==> config.mk <==
export PLATFORM = sky130hd
export DESIGN_NAME = down_timer_flat
export DESIGN_NICKNAME = d
export VERILOG_FILES = /design/src/rtl/down_timer_pkg.sv /design/src/rtl/down_timer_if.sv /design/src/rtl/down_timer.sv /design/src/flat_wrapper.sv
export SDC_FILE = /design/constraint.sdc
export NUM_CORES = 1
export LEC_CHECK = 0
export CAP_MARGIN = 5
export CORE_ASPECT_RATIO = 1.25
export CORE_UTILIZATION = 25
export CTS_CLUSTER_DIAMETER = 80
export DETAILED_ROUTE_END_ITERATION = 7
export GPL_ROUTABILITY_DRIVEN = 0
export SYNTH_ARGS = -nofsm -noshare
export SYNTH_HDL_FRONTEND = slang
export SYNTH_SLANG_ARGS = --single-unit
==> constraint.sdc <==
create_clock -name clk -period 2.49 [get_ports clk]
set_clock_uncertainty 0.2 [all_clocks]
set_input_delay 0.747 -clock clk [delete_from_list [all_inputs] [get_ports clk]]
set_output_delay 0.747 -clock clk [all_outputs]
set_load 0.02 [all_outputs]
==> src/rtl/down_timer_pkg.sv <==
// Shared types for the down_timer block: FSM state encoding and default width.
package timer_pkg;

  typedef enum logic {
    IDLE = 1'b0,
    RUN  = 1'b1
  } state_t;

  localparam int DEF_WIDTH = 4;

endpackage

==> src/rtl/down_timer_if.sv <==
// Load handshake for down_timer: a start value and mode offered by a master,
// accepted by the timer whenever it is idle.
interface down_timer_if #(
  parameter int WIDTH = timer_pkg::DEF_WIDTH
);
  logic             load_valid;
  logic             load_ready;
  logic [WIDTH-1:0] load_value;
  logic             periodic;

  modport master (
    output load_valid,
    output load_value,
    output periodic,
    input  load_ready
  );

  modport slave (
    input  load_valid,
    input  load_value,
    input  periodic,
    output load_ready
  );
endinterface

==> src/rtl/down_timer.sv <==
// Loadable down-counting timer with one-shot and auto-reload modes and a
// registered one-cycle terminal-count strobe.
module down_timer
  import timer_pkg::*;
#(
  parameter int WIDTH = DEF_WIDTH
) (
  input  logic             clk,
  input  logic             rstn,
  down_timer_if.slave      ld,
  input  logic             en,
  input  logic             abort,
  output logic [WIDTH-1:0] count,
  output logic             busy,
  output logic             tc
);

  state_t           state;
  logic [WIDTH-1:0] reload;
  logic             mode;

  // Readiness depends on state only, so there is no input-to-output path.
  assign ld.load_ready = (state == IDLE);

  always_ff @(posedge clk or negedge rstn) begin
    if (!rstn) begin
      state  <= IDLE;
      count  <= '0;
      busy   <= 1'b0;
      tc     <= 1'b0;
      reload <= '0;
      mode   <= 1'b0;
    end else begin
      tc <= 1'b0;
      case (state)
        IDLE: begin
          if (ld.load_valid) begin
            if (ld.load_value != '0) begin
              count  <= ld.load_value;
              reload <= ld.load_value;
              mode   <= ld.periodic;
              state  <= RUN;
              busy   <= 1'b1;
            end else begin
              // A zero load expires immediately and never enters RUN.
              count <= '0;
              mode  <= 1'b0;
              tc    <= 1'b1;
            end
          end
        end
        RUN: begin
          if (abort) begin
            count <= '0;
            state <= IDLE;
            busy  <= 1'b0;
          end else if (en) begin
            if (count == WIDTH'(1)) begin
              tc <= 1'b1;
              if (mode) begin
                count <= reload;
              end else begin
                count <= '0;
                state <= IDLE;
                busy  <= 1'b0;
              end
            end else begin
              count <= count - WIDTH'(1);
            end
          end
        end
        default: state <= IDLE;
      endcase
    end
  end

endmodule

==> src/flat_wrapper.sv <==
// flat-port wrapper written by rule: the top's interface ports become plain ports
module down_timer_flat import timer_pkg::*;
#(
  parameter int WIDTH = DEF_WIDTH
)
  (clk, rstn, en, abort, count, busy, tc, ld_load_valid, ld_load_value, ld_periodic, ld_load_ready);
  down_timer_if #(.WIDTH(WIDTH)) ld_i ();
  input  logic clk;
  input  logic rstn;
  input  logic en;
  input  logic abort;
  output logic [WIDTH-1:0] count;
  output logic busy;
  output logic tc;
  input wire logic [$bits(ld_i.load_valid)-1:0] ld_load_valid;
  input wire logic [$bits(ld_i.load_value)-1:0] ld_load_value;
  input wire logic [$bits(ld_i.periodic)-1:0] ld_periodic;
  output wire logic [$bits(ld_i.load_ready)-1:0] ld_load_ready;
  assign ld_i.load_valid = ld_load_valid;
  assign ld_i.load_value = ld_load_value;
  assign ld_i.periodic = ld_periodic;
  assign ld_load_ready = ld_i.load_ready;
  down_timer #(.WIDTH(WIDTH)) u_core (.clk(clk), .rstn(rstn), .ld(ld_i), .en(en), .abort(abort), .count(count), .busy(busy), .tc(tc));
endmodule
==> flow_metrics.env <==
export IMPL_power_net_switching_w=0.000396
export IMPL_fmax_mhz=436
export IMPL_ir_worst_vdd_uv=564
export IMPL_io_pins=17
export IMPL_cts_tree="built"
export IMPL_antenna_cells=0
export IMPL_post_cts_resized=0
export IMPL_drive_gt1_share_pct=15.5
export IMPL_cp_required_ns=1.54
export IMPL_cts_buffers=3
export IMPL_clkPwrFrac_pct=14.1
export IMPL_swShare_pct=38.0
export IMPL_p_int_w=0.000647
export IMPL_syn_inst=63
export IMPL_area_growth_pct=36.7
export IMPL_drv_slew=0
export IMPL_start_util_pct=27.0
export IMPL_antenna_found_initial=0
export IMPL_setup_viol=0
export IMPL_crit_path_start_kind="flop"
export IMPL_grt_max_degree=13
export IMPL_hold_violations=0
export IMPL_avgRoutedWirePerCell_um=12.7
export IMPL_seqPwrFrac_pct=34.9
export IMPL_slew_headroom_pct=63.6
export IMPL_clk_latency_ns=0.26
export IMPL_ys_seq_area_share_pct=44.9
export IMPL_setup_tns_ns=0
export IMPL_layout_nets=97
export IMPL_grt_overflow=0
export IMPL_synth_seq_cells=12
export IMPL_cts_root_buffer="clkbuf_4"
export IMPL_clkSinkCount=12
export IMPL_cts_hold_buffers=0
export IMPL_period_needed_ns=2.30
export IMPL_instances_no_fill=117
export IMPL_ys_warn_count=0
export IMPL_grt_pass1_vias=570
export IMPL_first_iter_violations=9
export IMPL_core_um2=2480
export IMPL_port_buffers=16
export IMPL_post_cts_buffers=0
export IMPL_tightest_slew_ns=0.544
export IMPL_rsz0062_at_grt="false"
export IMPL_path_max_fanout=4
export IMPL_viasPerCell=4.85
export IMPL_rows=20
export IMPL_leakage_nw=0.398
export IMPL_drc=0
export IMPL_drt_pre_antenna_iters=4
export IMPL_status="finished clean"
export IMPL_hold_path_class="flop to flop"
export IMPL_synth_area_um2=668
export IMPL_comb_power_share_pct=51.0
export IMPL_power_w=0.00104
export IMPL_dp_cells=113
export IMPL_worstSetupPathType="flop to primary output"
export IMPL_die_area_um2=2880
export IMPL_die_y_um=59.8
export IMPL_grt_pass1_wl_mm=2.42
export IMPL_end_kind="primary output"
export IMPL_antenna_left=0
export IMPL_maxCapViolations=0
export IMPL_avgSynthCellArea_um2=10.6
export IMPL_htree_levels=1
export IMPL_ys_types=28
export IMPL_fillers=248
export IMPL_clockBufferDepth=2
export IMPL_power_density_nw_per_um2=1140
export IMPL_drt_wl_total_mm=1.49
export IMPL_dr_total_vias=567
export IMPL_worstPathArrival_ns=1.35
export IMPL_finalCritPeriodShare_pct=92.2
export IMPL_track_usage_pct=12.2
export IMPL_die_w_um=48.2
export IMPL_synth_fp_nets=75
export IMPL_path_clk_slew_ns=0.07
export IMPL_dpl_hpwl_mm=1.19
synthesized netlist by cell type:
library cell	n	area [um^2]
a22o_1	1	8.76
mux2_4	4	60.1
nor2_1	5	18.8
buf_6	1	11.3
nor2b_4	1	13.8
o21ai_1	1	5.00
o21a_1	1	7.51
a21oi_1	3	15.0
o211a_1	1	10.0
nand2_1	4	15.0
a31oi_1	1	6.26
inv_1	4	15.0
or2b_4	1	11.3
nor4bb_1	1	10.0
dfrtp_1	12	300
o22a_1	1	8.76
nand2b_1	2	12.5
or3b_1	1	8.76
ha_1	2	25.0
o31ai_1	1	7.51
nor2b_1	2	12.5
o21ai_0	4	20.0
or4_1	1	7.51
clkbuf_1	1	3.75
o211ai_1	4	30.0
o22ai_1	1	6.26
o2111ai_1	1	8.76
a2bb2oi_1	1	8.76
power groups by stage:
stage          Combinational, W  Sequential (W)  Clock (W)
4_1_cts                0.000538        0.000365   0.000155
6_report               0.000533        0.000364   0.000147
2_1_floorplan          0.000309        0.000400          0
3_5_place_dp           0.000535        0.000368          0
5_1_grt                0.000593        0.000378   0.000166
3_3_place_gp           0.000525        0.000365          0
state kept, by name, indices dropped and copies added, names as in the netlist:
name,count
u_core.reload,4
u_core.busy,1
u_core.tc,1
u_core.state,1
u_core.mode,1
u_core.count,4
cell usage in the layout, fill, tap and decap left out, drive strengths merged, types with 2 or more instances in the layout:
| master | instances |
|---|---|
| o21ai | 5 |
| buf | 3 |
| nand2 | 4 |
| o211ai | 4 |
| clkbuf | 4 |
| nor2b | 3 |
| nor2 | 5 |
| nand2b | 2 |
| dfrtp | 12 |
| clkdlybuf4s50 | 16 |
| a21oi | 3 |
| ha | 2 |
| inv | 4 |
| mux2 | 4 |
critical path, stage by stage, from the launching register on:
cell             delay, ns
dfrtp_1               0.41
inv_1                 0.08
clkdlybuf4s50_1       0.60
area by class of cell:
cell class	instances	area, um^2	share of cell area, %
Multi-Input combinational cell	45	338	37.0
Sequential cell	12	300	32.9
Timing Repair Buffer	19	183	20.0
Tap cell	33	41.3	4.52
Clock buffer	4	36.3	3.97
Inverter	4	15.0	1.64
routing by layer:
metal / track usage (%) / vias to the layer above / routed length [um]
li1: - / 272 / -
met4: 4.76 / 0 / 9
met2: 20.4 / 15 / 752
met3: 2.72 / 2 / 50
met1: 14.7 / 278 / 676
met5: 0 / - / 0
logic make-up after synthesis:
family          after synthesis  synth area share, %
compound gates               21                 21.4
fa+ha+maj                     2                 3.74
buf+inv                       6                 4.49
mux                           4                 8.99
flops                        12                 44.9
simple gates                 18                 16.5
per-stage QoR:
stage	instance area [um^2]	hold slack (ns)	util, %	worst slack [ns]
final	913	0.308	36.9	0.195
after global routing	913	0.351	36.9	0.129
after CTS	913	0.314	36.9	0.174
after detailed placement	877	0.297	35.4	-0.0718
after global placement	877	0.298	35.4	-0.0525
after floorplan	668	0.251	-	0.345
path summary, 6_finish.rpt:
kind	startpoint	to	slack, ns	cells after the start
setup / recovery	u_core.state	ld_load_ready	0.19	2
min in group asynchronous	rstn	u_core.count[1]	0.63	1
max in group asynchronous	rstn	u_core.count[3]	1.09	1
hold / removal	u_core.reload[2]	u_core.reload[2]	0.31	1
setup reg to reg	u_core.count[1]	u_core.count[2]	0.35	6
hold reg to reg	u_core.reload[2]	u_core.reload[2]	0.31	1
(Power assumes the default switching activity.)
